<file path="src/rtl/iter_divider.sv">
// iter_divider: multi-cycle radix-2 restoring divider for RV32M DIV/DIVU/REM/REMU.
// Produces one quotient bit per cycle with a valid/ready request/response handshake.
//
// Ports:
//   clk, rst      rising-edge clock, synchronous active-high reset
//   flush         abort any operation in flight (request in the same cycle is dropped)
//   in_valid/in_ready     request handshake; is_signed, dividend, divisor are operands
//   out_valid/out_ready   response handshake; quotient, remainder are the result
//   div_by_zero   result came from a zero divisor
//   overflow      result came from signed MIN / -1
//   busy_cycles   (only with ITER_DIVIDER_PERF_CNT_EN) saturating count of non-IDLE cycles
//
// Optional feature macro: ITER_DIVIDER_PERF_CNT_EN
module iter_divider #(
    parameter int DATA_WIDTH = 32
) (
    input  logic                  clk,
    input  logic                  rst,
    input  logic                  flush,
    input  logic                  in_valid,
    output logic                  in_ready,
    input  logic                  is_signed,
    input  logic [DATA_WIDTH-1:0] dividend,
    input  logic [DATA_WIDTH-1:0] divisor,
    output logic                  out_valid,
    input  logic                  out_ready,
    output logic [DATA_WIDTH-1:0] quotient,
    output logic [DATA_WIDTH-1:0] remainder,
    output logic                  div_by_zero,
    output logic                  overflow
`ifdef ITER_DIVIDER_PERF_CNT_EN
    ,
    output logic [31:0]           busy_cycles
`endif
);

    localparam int CNT_W = $clog2(DATA_WIDTH);
    localparam logic [DATA_WIDTH-1:0] ONE      = {{(DATA_WIDTH-1){1'b0}}, 1'b1};
    localparam logic [DATA_WIDTH-1:0] MIN_VAL  = {1'b1, {(DATA_WIDTH-1){1'b0}}};
    localparam logic [DATA_WIDTH-1:0] ALL_ONES = {DATA_WIDTH{1'b1}};

    typedef enum logic [1:0] {IDLE, CALC, DONE} state_t;

    function automatic logic [DATA_WIDTH-1:0] negate(input logic [DATA_WIDTH-1:0] v);
        return ~v + ONE;
    endfunction

    // Magnitude of a signed operand; unsigned operands pass through untouched.
    function automatic logic [DATA_WIDTH-1:0] abs_val(input logic signed [DATA_WIDTH-1:0] v,
                                                      input logic en);
        return (en && (v < 0)) ? negate(v) : v;
    endfunction

    state_t                  state_q;
    logic                    in_ready_q, out_valid_q, dbz_q, ovf_q;
    logic                    q_neg_q, r_neg_q;
    logic [CNT_W-1:0]        cnt_q;
    logic [DATA_WIDTH-1:0]   rem_q, quo_q, dvs_q;

    logic [DATA_WIDTH:0]     trial_d;
    logic                    borrow_d;
    logic [DATA_WIDTH-1:0]   rem_d, quo_d;
    logic                    zero_div_d, ovf_case_d;

    // One restoring step: {rem,quo} << 1, then a DATA_WIDTH+1-bit trial subtract.
    // Since rem < divisor, the top bit of the difference is exactly the borrow.
    always_comb begin
        trial_d    = {rem_q, quo_q[DATA_WIDTH-1]} - {1'b0, dvs_q};
        borrow_d   = trial_d[DATA_WIDTH];
        rem_d      = borrow_d ? {rem_q[DATA_WIDTH-2:0], quo_q[DATA_WIDTH-1]}
                              : trial_d[DATA_WIDTH-1:0];
        quo_d      = {quo_q[DATA_WIDTH-2:0], ~borrow_d};
        zero_div_d = (divisor == '0);
        ovf_case_d = is_signed && (dividend == MIN_VAL) && (divisor == ALL_ONES);
    end

    always_ff @(posedge clk) begin
        if (rst) begin
            state_q     <= IDLE;
            in_ready_q  <= 1'b1;
            out_valid_q <= 1'b0;
            dbz_q       <= 1'b0;
            ovf_q       <= 1'b0;
            cnt_q       <= '0;
            rem_q       <= '0;
            quo_q       <= '0;
        end else if (flush) begin
            state_q     <= IDLE;
            in_ready_q  <= 1'b1;
            out_valid_q <= 1'b0;
            dbz_q       <= 1'b0;
            ovf_q       <= 1'b0;
        end else begin
            case (state_q)
                IDLE: begin
                    if (in_valid && in_ready_q) begin
                        in_ready_q <= 1'b0;
                        cnt_q      <= '0;
                        q_neg_q    <= is_signed && (dividend[DATA_WIDTH-1] ^ divisor[DATA_WIDTH-1]);
                        r_neg_q    <= is_signed && dividend[DATA_WIDTH-1];
                        dvs_q      <= abs_val(divisor, is_signed);
                        dbz_q      <= 1'b0;
                        ovf_q      <= 1'b0;
                        if (zero_div_d) begin
                            quo_q       <= ALL_ONES;
                            rem_q       <= dividend;
                            dbz_q       <= 1'b1;
                            out_valid_q <= 1'b1;
                            state_q     <= DONE;
                        end else if (ovf_case_d) begin
                            quo_q       <= MIN_VAL;
                            rem_q       <= '0;
                            ovf_q       <= 1'b1;
                            out_valid_q <= 1'b1;
                            state_q     <= DONE;
                        end else begin
                            quo_q   <= abs_val(dividend, is_signed);
                            rem_q   <= '0;
                            state_q <= CALC;
                        end
                    end
                end
                CALC: begin
                    if (cnt_q == CNT_W'(DATA_WIDTH-1)) begin
                        // Last iteration: fold the sign fix into the final write.
                        cnt_q       <= '0;
                        quo_q       <= q_neg_q ? negate(quo_d) : quo_d;
                        rem_q       <= r_neg_q ? negate(rem_d) : rem_d;
                        dbz_q       <= 1'b0;
                        ovf_q       <= 1'b0;
                        out_valid_q <= 1'b1;
                        state_q     <= DONE;
                    end else begin
                        cnt_q <= cnt_q + CNT_W'(1);
                        quo_q <= quo_d;
                        rem_q <= rem_d;
                    end
                end
                DONE: begin
                    if (out_ready) begin
                        out_valid_q <= 1'b0;
                        in_ready_q  <= 1'b1;
                        state_q     <= IDLE;
                    end
                end
                default: begin
                    out_valid_q <= 1'b0;
                    in_ready_q  <= 1'b1;
                    state_q     <= IDLE;
                end
            endcase
        end
    end

    assign in_ready    = in_ready_q;
    assign out_valid   = out_valid_q;
    assign quotient    = quo_q;
    assign remainder   = rem_q;
    assign div_by_zero = dbz_q;
    assign overflow    = ovf_q;

`ifdef ITER_DIVIDER_PERF_CNT_EN
    function automatic logic [31:0] sat_inc(input logic [31:0] v);
        return (v == 32'hFFFF_FFFF) ? v : v + 32'd1;
    endfunction

    logic [31:0] busy_q;

    // Survives flush on purpose: only rst clears the statistic.
    always_ff @(posedge clk) begin
        if (rst) begin
            busy_q <= '0;
        end else if (state_q != IDLE) begin
            busy_q <= sat_inc(busy_q);
        end
    end

    assign busy_cycles = busy_q;
`endif

endmodule

</file>
<file path="config.mk">
export PLATFORM = sky130hd
export DESIGN_NAME = iter_divider
export DESIGN_NICKNAME = d
export VERILOG_FILES = /design/src/rtl/iter_divider.sv
export SDC_FILE = /design/constraint.sdc
export NUM_CORES = 1
export LEC_CHECK = 0
export BUFFER_PORTS_ARGS = -buffer_cell sky130_fd_sc_hd__buf_2
export CAP_MARGIN = 40
export CORE_MARGIN = 5
export CORE_UTILIZATION = 54
export DETAILED_ROUTE_END_ITERATION = 8
export PLACE_DENSITY = 0.79
export SETUP_SLACK_MARGIN = 0.15
export SLEW_MARGIN = 20
export SYNTH_ARGS = -nofsm -noshare
export SYNTH_HDL_FRONTEND = slang
export SYNTH_SLANG_ARGS = --single-unit
</file>
<file path="constraint.sdc">
create_clock -name clk -period 4.3 [get_ports clk]
set_input_delay 0 -clock clk [delete_from_list [all_inputs] [get_ports clk]]
set_output_delay 0 -clock clk [all_outputs]
set_load 0.02 [all_outputs]
</file>
==> results_tabular.tex, run 1 <==
\begin{tabular}{lr}
\hline
Metric & Value \\
\hline
\multicolumn{2}{l}{\textbf{Outcome}} \\
\quad Run status & finished clean \\
\multicolumn{2}{l}{\textbf{Logic synthesis}} \\
\quad Most frequent cell after synthesis & sky130\_fd\_sc\_hd\_\_nor2\_1 \\
\quad Portion of netlist area occupied by mux cells & 2.25\% \\
\quad Synthesized-area fraction occupied by and/or/nand/nor cells & between 20\% and 30\% \\
\quad Arithmetic-cell share of the synthesized area counting full adders, half adders and majority gates & 4.90\% \\
\quad Synthesized area divided by synthesized cell count & 7.67 sq um \\
\quad Yosys top cell by area & sky130\_fd\_sc\_hd\_\_dfxtp\_1 \\
\quad Most instantiated cells after synthesis & sky130\_fd\_sc\_hd\_\_nor2\_1, sky130\_fd\_sc\_hd\_\_a21oi\_1, sky130\_fd\_sc\_hd\_\_nand2\_1, sky130\_fd\_sc\_hd\_\_nor3\_1, sky130\_fd\_sc\_hd\_\_dfxtp\_1 \\
\quad Share of flip-flops with an asynchronous set or reset after synthesis & 0\% \\
\quad Largest cells by area after synthesis & sky130\_fd\_sc\_hd\_\_dfxtp\_1, sky130\_fd\_sc\_hd\_\_edfxtp\_1, sky130\_fd\_sc\_hd\_\_xnor2\_1 \\
\quad Synth top area share & roughly 14\% \\
\quad Largest family of logic cells by synthesized area & compound AO/OA/AOI/OAI gates \\
\quad EDFF count, synth & 34 \\
\quad Fraction of the mapped netlist area in compound gates & 27.8\% \\
\quad Netlist area before placement & $\sim$10000 sq um \\
\quad Syn\_nets & 1461 \\
\quad Number of warning messages in the yosys log & 0 \\
\quad Prevailing post-synth register cell & sky130\_fd\_sc\_hd\_\_dfxtp\_1 \\
\quad Gate count after technology mapping & roughly 1400 \\
\quad Count of different cell masters after synthesis & 90 \\
\quad XOR/XNOR share of the synthesized area & 11.0\% \\
\quad Number of synthesized register bits & 109 \\
\quad Portion of the post-synthesis area used by sequential elements & 24.4\% \\
\multicolumn{2}{l}{\textbf{Floorplanning}} \\
\quad Die outline area & between 20000 and 25000 sq um \\
\quad Core area & 18800 sq um \\
\quad Die span in x & between 100 and 150 um \\
\quad Row cnt & 50 \\
\quad Count of pins on the block boundary & 138 \\
\quad Floorplan die height & 148 um \\
\quad Starting density of the core & around 55\% \\
\multicolumn{2}{l}{\textbf{STA}} \\
\quad Setup repair after global routing missed its margin & yes \\
\quad Upper clock frequency limit & between 0.2 and 0.25 GHz \\
\quad Final Skew & 12.6 ps \\
\quad Period utilization & between 90\% and 100\% \\
\quad Minimum clock period & approximately 4300 ps \\
\quad Final hold vios & 0 \\
\quad Slew @ Worst Pin & approximately 830 ps \\
\quad Setup Viol. Count Final & 0 \\
\quad Worst slew margin relative to its limit & 44.6\% \\
\quad Final count of pins violating max slew & 0 \\
\quad Worst hold margin & between 10 and 15 ps \\
\quad Setup TNS & 0 ps \\
\multicolumn{2}{l}{\textbf{Cells and area}} \\
\quad Layout cells sized above 1 & 23.8\% \\
\quad Multi-input gate area & between 7000 and 8000 sq um \\
\quad Fill cells & approximately 1600 \\
\quad Area used by sequential logic in the layout & between 2000 and 3000 sq um \\
\quad Signed area change from the synthesized netlist to the final layout & 23.6\% \\
\quad Core utilization of the finished layout & around two thirds \\
\quad Post-layout net count & between 1500 and 2000 \\
\quad Inserted Diodes & 0 \\
\quad Post-Layout Cell Count & 1786 \\
\multicolumn{2}{l}{\textbf{Global route}} \\
\quad Global-route met3 utilization & roughly 7.5\% \\
\quad First-pass GRT wire length & roughly 58000 um \\
\quad Highest-utilization routing layer at the global route stage & met2 \\
\quad Pin count of the biggest net entering global routing & 72 \\
\quad Grt met2 use & 51.7\% \\
\quad Total congestion overflow & 0 \\
\quad Overall routing resource usage & approximately a third \\
\quad GR Layer Usage met1 & 43.1\% \\
\quad Number of antenna violations at the first check in global routing & 0 \\
\quad Via count of the first global-routing pass & about 11000 \\
\multicolumn{2}{l}{\textbf{Setup path}} \\
\quad Crit path arrival time & 4540 ps \\
\quad Worst Setup Path Type & flop to flop \\
\quad Startpoint kind of the worst setup timing path & flop \\
\quad Highest net fanout along the worst path & 4 \\
\quad Data required, critical path & $\sim$4600 ps \\
\quad Endpoint type of the worst setup path & flop \\
\multicolumn{2}{l}{\textbf{Clocking}} \\
\quad Insertion delay to the later sink of the worst-skew pair & about 370 ps \\
\quad Clk Tree Root Cell & sky130\_fd\_sc\_hd\_\_clkbuf\_16 \\
\quad Number of buffers added by the clock tree synthesis step & 9 \\
\quad Number of clock sinks & 109 \\
\quad Total number of H-tree levels & 3 \\
\quad Clock tree from TritonCTS & yes \\
\quad Clk pin slew, worst setup/hold paths & 80 ps \\
\quad Maximum root-to-sink buffer count & 2 \\
\multicolumn{2}{l}{\textbf{Placement}} \\
\quad Post-Place Cells & 1731 \\
\quad Count of input and output buffers & 137 \\
\quad Final HPWL DP & 28900 um \\
\quad Placer congestion estimate & 1.02 \\
\multicolumn{2}{l}{\textbf{Hold path}} \\
\quad Path category of the worst min-delay check & primary input to flop \\
\multicolumn{2}{l}{\textbf{Route}} \\
\quad Antenna violation net count after detailed routing & 0 \\
\quad Vias & 11800 \\
\quad Detailed-route wire length & 38600 um \\
\quad DR vias/cell & approximately 6.6 \\
\quad Remaining DRCs & 0 \\
\quad Number of iterations in the first detailed-routing pass & 6 \\
\quad DRT iter0 DRCs & 1428 \\
\quad Routed length per instance & 21.6 um \\
\multicolumn{2}{l}{\textbf{Power}} \\
\quad Power density over cell area & between 200 and 300 nW/um\^{}2 \\
\quad Largest voltage drop on the vdd net & between 0.2 and 0.25 mV \\
\quad Leakage power & between 5 and 6 nW \\
\multicolumn{2}{l}{\textbf{Job}} \\
\quad Max Cap Violations & 0 \\
\hline
\end{tabular}
-- registers in the layout, indices dropped and copies added (netlist names), 2 cells and up --
register and cells:
state_q 2, quotient 32, dvs_q 32, remainder 32, cnt_q 5
-- through the flow --
stage | setup WS (ps) | total power [W] | area [sq um]
final | 41.0 | 0.00348 | 12800
after global routing | -163 | 0.00362 | 12800
after CTS | 156 | 0.00337 | 12400
after detailed placement | 47.6 | 0.00246 | 11800
after global placement | 127 | 0.00244 | 11800
after floorplan | -103 | 0.00203 | 10500
-- cell families after synthesis --
| logic type | Yosys count |
|---|---|
| compound gates | 411 |
| fa+ha+maj | 40 |
| buf+inv | 140 |
| simple gates | 498 |
| xor+xnor | 130 |
| mux | 23 |
| flops | 109 |
-- timing repair --
item | 4_1_cts | 5_1_grt
hold buffers | 19 | 0
hold endpoints to repair | 22 | 0
pin swaps | 11 | 29
gates resized for setup | 3 | 57
setup endpoints to repair | 11 | 33
setup buffers | 3 | 16
-- critical path, cell delays in order, from the launching register on --
cell	delay, ps
sky130_fd_sc_hd__edfxtp_1	420
sky130_fd_sc_hd__ha_4	190
sky130_fd_sc_hd__inv_2	50
sky130_fd_sc_hd__fa_2	190
sky130_fd_sc_hd__a21o_1	190
sky130_fd_sc_hd__a221oi_4	100
sky130_fd_sc_hd__o311a_4	340
sky130_fd_sc_hd__a2111oi_4	370
sky130_fd_sc_hd__buf_4	190
sky130_fd_sc_hd__nor3_4	40
sky130_fd_sc_hd__nor2_4	170
sky130_fd_sc_hd__mux2i_2	260
sky130_fd_sc_hd__ha_2	240
sky130_fd_sc_hd__nor4b_2	190
sky130_fd_sc_hd__o21ai_1	140
sky130_fd_sc_hd__a22oi_2	280
sky130_fd_sc_hd__nand4_1	250
sky130_fd_sc_hd__nor4_1	280
sky130_fd_sc_hd__a21oi_1	70
sky130_fd_sc_hd__a211oi_1	210
-- cells in the final DEF (no fill, tap or decap), types with 12 or more instances in the layout --
| master | n |
|---|---|
| sky130_fd_sc_hd__inv_1 | 50 |
| sky130_fd_sc_hd__or4_1 | 12 |
| sky130_fd_sc_hd__nand2_1 | 81 |
| sky130_fd_sc_hd__nand2b_1 | 13 |
| sky130_fd_sc_hd__buf_4 | 105 |
| sky130_fd_sc_hd__mux2i_1 | 20 |
| sky130_fd_sc_hd__o21ai_0 | 51 |
| sky130_fd_sc_hd__a221oi_1 | 31 |
| sky130_fd_sc_hd__nand3_1 | 27 |
| sky130_fd_sc_hd__edfxtp_1 | 34 |
| sky130_fd_sc_hd__o211ai_1 | 15 |
| sky130_fd_sc_hd__a211oi_1 | 24 |
| sky130_fd_sc_hd__a21o_1 | 18 |
| sky130_fd_sc_hd__dlygate4sd3_1 | 19 |
| sky130_fd_sc_hd__dfxtp_1 | 70 |
| sky130_fd_sc_hd__nor2_1 | 145 |
| sky130_fd_sc_hd__nor4_1 | 22 |
| sky130_fd_sc_hd__nand4_1 | 23 |
| sky130_fd_sc_hd__nor3_1 | 76 |
| sky130_fd_sc_hd__or3_1 | 18 |
| sky130_fd_sc_hd__a21oi_1 | 112 |
| sky130_fd_sc_hd__xnor2_1 | 71 |
| sky130_fd_sc_hd__ha_1 | 30 |
| sky130_fd_sc_hd__a31oi_1 | 16 |
| sky130_fd_sc_hd__o31ai_1 | 18 |
| sky130_fd_sc_hd__and2_1 | 12 |
| sky130_fd_sc_hd__xor2_1 | 56 |
| sky130_fd_sc_hd__buf_2 | 137 |
-- cell type report --
| type | instances | area share (%) |
|---|---|---|
| multi-input combinational | 1102 | 59.8 |
| sequential | 109 | 19.8 |
| timing repair buffer | 271 | 14.0 |
| tap | 234 | 2.29 |
| clock buffer | 11 | 1.97 |
| inverter | 55 | 1.65 |
| clock inverter | 4 | 0.420 |
-- where the power goes --
group	leakage (nW)	switching (W)	internal (W)
sequential	0.928	0.0000669	0.00112
clock	0.154	0.000419	0.000487
combinational	4.17	0.000832	0.000556
total	5.25	0.00132	0.00216
-- metal layers --
layer	part of all wire, %	wire length [um]	vias up
li1	-	-	5453
met1	39	15000	5483
met3	11	4220	150
met4	4.9	1900	0
met5	0	0	-
met2	45	17500	753
-- final timing paths --
path	startpoint	end	slack (ps)	cells past startpoint
worst max-delay path	dvs_q[0]$_DFFE_PP_	remainder[26]$_SDFFE_PP0P_	40	19
worst min-delay path	divisor[24]	dvs_q[24]$_DFFE_PP_	10	2
worst max register to register	dvs_q[0]$_DFFE_PP_	remainder[26]$_SDFFE_PP0P_	40	19
worst min register to register	cnt_q[4]$_SDFFE_PP0P_	cnt_q[4]$_SDFFE_PP0P_	470	2
Power figures use the tool's default switching activity.
==> run 2: changes to the inputs <==
--- a/config.mk
+++ b/config.mk
@@ -12,7 +12,6 @@
 export DETAILED_ROUTE_END_ITERATION = 8
 export PLACE_DENSITY = 0.79
 export SETUP_SLACK_MARGIN = 0.15
-export SLEW_MARGIN = 20
 export SYNTH_ARGS = -nofsm -noshare
 export SYNTH_HDL_FRONTEND = slang
 export SYNTH_SLANG_ARGS = --single-unit
==> constraint.sdc (replaced) <==
create_clock -name clk -period 4.3 [get_ports clk]
set_input_delay 0.215 -clock clk [delete_from_list [all_inputs] [get_ports clk]]
set_output_delay 0.215 -clock clk [all_outputs]
set_load 0.02 [all_outputs]
==> run 2 against run 1 <==
- count of clock-buffer cells in the layout is 1 higher
- setup slack better by 41 ps
- sequential power about the same
- highest routed layer unchanged
==> results_tabular.tex, run 2 (synthesized netlist as in run 1, its figures left out) <==
\begin{tabular}{lr}
\hline
Metric & Value \\
\hline
\multicolumn{2}{l}{\textbf{Outcome}} \\
\quad Run status & finished clean \\
\multicolumn{2}{l}{\textbf{STA}} \\
\quad Setup TNS & 0 ps \\
\quad Final hold vios & 0 \\
\quad Worst slew margin relative to its limit & about a third \\
\quad Period utilization & between 90\% and 100\% \\
\quad Final Skew & 19.1 ps \\
\quad Upper clock frequency limit & around 0.24 GHz \\
\quad Slew @ Worst Pin & between 900 and 1000 ps \\
\quad Minimum clock period & 4220 ps \\
\quad Setup repair after global routing missed its margin & yes \\
\quad Final count of pins violating max slew & 0 \\
\quad Setup Viol. Count Final & 0 \\
\multicolumn{2}{l}{\textbf{Floorplanning}} \\
\quad Die outline area & approximately 22000 sq um \\
\quad Starting density of the core & between 50 and 60\% \\
\quad Row cnt & 50 \\
\quad Floorplan die height & around 150 um \\
\quad Core area & around 19000 sq um \\
\quad Die span in x & roughly 150 um \\
\quad Count of pins on the block boundary & 138 \\
\multicolumn{2}{l}{\textbf{Power}} \\
\quad Largest voltage drop on the vdd net & 0.241 mV \\
\quad Leakage power & about 5.1 nW \\
\quad Power density over cell area & around 280 nW/um\^{}2 \\
\multicolumn{2}{l}{\textbf{Placement}} \\
\quad Placer congestion estimate & roughly 1 \\
\quad Post-Place Cells & roughly 1700 \\
\quad Count of input and output buffers & about 140 \\
\quad Final HPWL DP & 29100 um \\
\quad Placed cell areas & between 10000 and 15000 sq um \\
\multicolumn{2}{l}{\textbf{Setup path}} \\
\quad Largest incremental delay on the critical path & about 540 ps \\
\quad Worst Setup Path Type & flop to flop \\
\quad Startpoint kind of the worst setup timing path & flop \\
\quad Highest net fanout along the worst path & 4 \\
\quad Worst-path cell with the longest stage delay & sky130\_fd\_sc\_hd\_\_a2111o\_1 \\
\quad Data required, critical path & between 4000 and 5000 ps \\
\quad Crit path arrival time & 4460 ps \\
\quad Cell-by-cell trace of the critical path & ha\_1 -> a21o\_1 -> a221oi\_2 -> o21ai\_1 -> a2111o\_1 -> o21a\_1 -> nor2\_4 -> mux2i\_2 -> ha\_2 -> o211ai\_1 -> nand4b\_1 -> a22oi\_2 -> nand4\_1 -> buf\_4 -> nand2\_1 -> xnor2\_1 -> o22ai\_1 \\
\quad Endpoint type of the worst setup path & flop \\
\multicolumn{2}{l}{\textbf{Route}} \\
\quad DR vias/cell & 6.60 \\
\quad Detailed-route wire length & $\sim$38000 um \\
\quad Routed length per instance & 21.6 um \\
\quad Number of iterations in the first detailed-routing pass & 5 \\
\quad DRT iter0 DRCs & about 1400 \\
\quad Vias & between 10000 and 15000 \\
\quad Antenna violation net count after detailed routing & 0 \\
\quad Remaining DRCs & 0 \\
\multicolumn{2}{l}{\textbf{Job}} \\
\quad Max Cap Violations & 0 \\
\multicolumn{2}{l}{\textbf{Global route}} \\
\quad Total congestion overflow & 0 \\
\quad Via count of the first global-routing pass & $\sim$11000 \\
\quad Pin count of the biggest net entering global routing & between 60 and 70 \\
\quad Overall routing resource usage & around 33\% \\
\quad Number of antenna violations at the first check in global routing & 0 \\
\quad First-pass GRT wire length & 58700 um \\
\multicolumn{2}{l}{\textbf{Clocking}} \\
\quad Clk pin slew, worst setup/hold paths & about 80 ps \\
\quad Number of clock sinks & 109 \\
\quad Insertion delay to the later sink of the worst-skew pair & roughly 370 ps \\
\quad Maximum root-to-sink buffer count & 2 \\
\quad Total number of H-tree levels & 3 \\
\quad Clock tree from TritonCTS & yes \\
\quad Number of buffers added by the clock tree synthesis step & 9 \\
\quad Clk Tree Root Cell & sky130\_fd\_sc\_hd\_\_clkbuf\_16 \\
\multicolumn{2}{l}{\textbf{Hold path}} \\
\quad Path category of the worst min-delay check & primary input to flop \\
\multicolumn{2}{l}{\textbf{Cells and area}} \\
\quad Most common library cell in the layout ignoring fill and taps & sky130\_fd\_sc\_hd\_\_nor2\_1 \\
\quad Signed area change from the synthesized netlist to the final layout & 19.4\% \\
\quad Post-Layout Cell Count & around 1800 \\
\quad Layout cells sized above 1 & between 20\% and 30\% \\
\quad Commonest cells after routing, fill and taps aside & sky130\_fd\_sc\_hd\_\_nor2\_1, sky130\_fd\_sc\_hd\_\_buf\_2, sky130\_fd\_sc\_hd\_\_a21oi\_1 \\
\quad Inserted Diodes & 0 \\
\quad Post-layout net count & 1633 \\
\quad Post-Layout Inst Area & roughly 12000 sq um \\
\hline
\end{tabular}
==> run 2: cell count changes in the layout (fill, tap and decap cells not counted), sizes merged <==
cell / delta
clkinv: +1
inv: -1
buf: -6
clkbuf: +1
dlygate4sd3: -19
==> run 2: worst paths after layout <==
path,to,depth (start not counted),slack (ps),from
worst max-delay path,remainder[24]$_SDFFE_PP0P_,17,80,remainder[16]$_SDFFE_PP0P_
worst min-delay path,dvs_q[0]$_DFFE_PP_,1,100,divisor[0]
worst max register to register,remainder[24]$_SDFFE_PP0P_,17,80,remainder[16]$_SDFFE_PP0P_
worst min register to register,cnt_q[4]$_SDFFE_PP0P_,2,460,cnt_q[4]$_SDFFE_PP0P_
==> run 2: layout make-up <==
class,instances,area (sq um)
multi-input cells,1102,7510
fillers,1636,6410
flip-flops and latches,109,2530
repair buffers,246,1510
well taps,234,293
clock buffers,12,248
inverters,55,211
clock inverters,4,53.8
==> run 2: through the flow <==
step | total power, W | worst slack (ps) | utilization [%] | hold WS (ps)
after floorplan | 0.00203 | -103 | - | 314
after CTS | 0.00336 | 158 | 65.2 | 98.1
after global placement | 0.00244 | 110 | 63.2 | 442
after global routing | 0.00356 | -116 | 65.9 | 96.4
final | 0.00342 | 82.0 | 65.9 | 97.0
after detailed placement | 0.00246 | -46.8 | 63.3 | 454
==> run 2: per-layer routing <==
metal  global-route usage (%)  vias to the layer above  wire [um]
met1                     45.3                     5428      15300
met3                     6.06                      125       3840
met2                     52.0                      694      17100
met4                     14.2                        0       1700
met5                        0                        -          0
li1                         -                     5389          -
==> run 2: critical path, delay by kind of cell, from the launching register on <==
family                     cells  cell delay, ps
buffers and inverters          1             210
and+or+nand+nor                4             700
AOI/OAI and AO/OA              8            1830
adders and majority gates      2             520
xor gates and xnor gates       1             130
muxes                          1             270
DFF                            1             430
==> run 2: repair_timing <==
action                     in CTS  in global routing
setup buffers                   4                  5
hold endpoints to repair        0                  0
hold buffers                    0                  0
resized for setup               7                 19
setup endpoints to repair      17                 28
pin swaps                       9                 10
==> run 2: power by group <==
| part | switching (W) | internal [W] |
|---|---|---|
| clock network | 0.000427 | 0.000476 |
| logic | 0.000812 | 0.000524 |
| registers | 0.0000648 | 0.00112 |
| total | 0.00130 | 0.00212 |
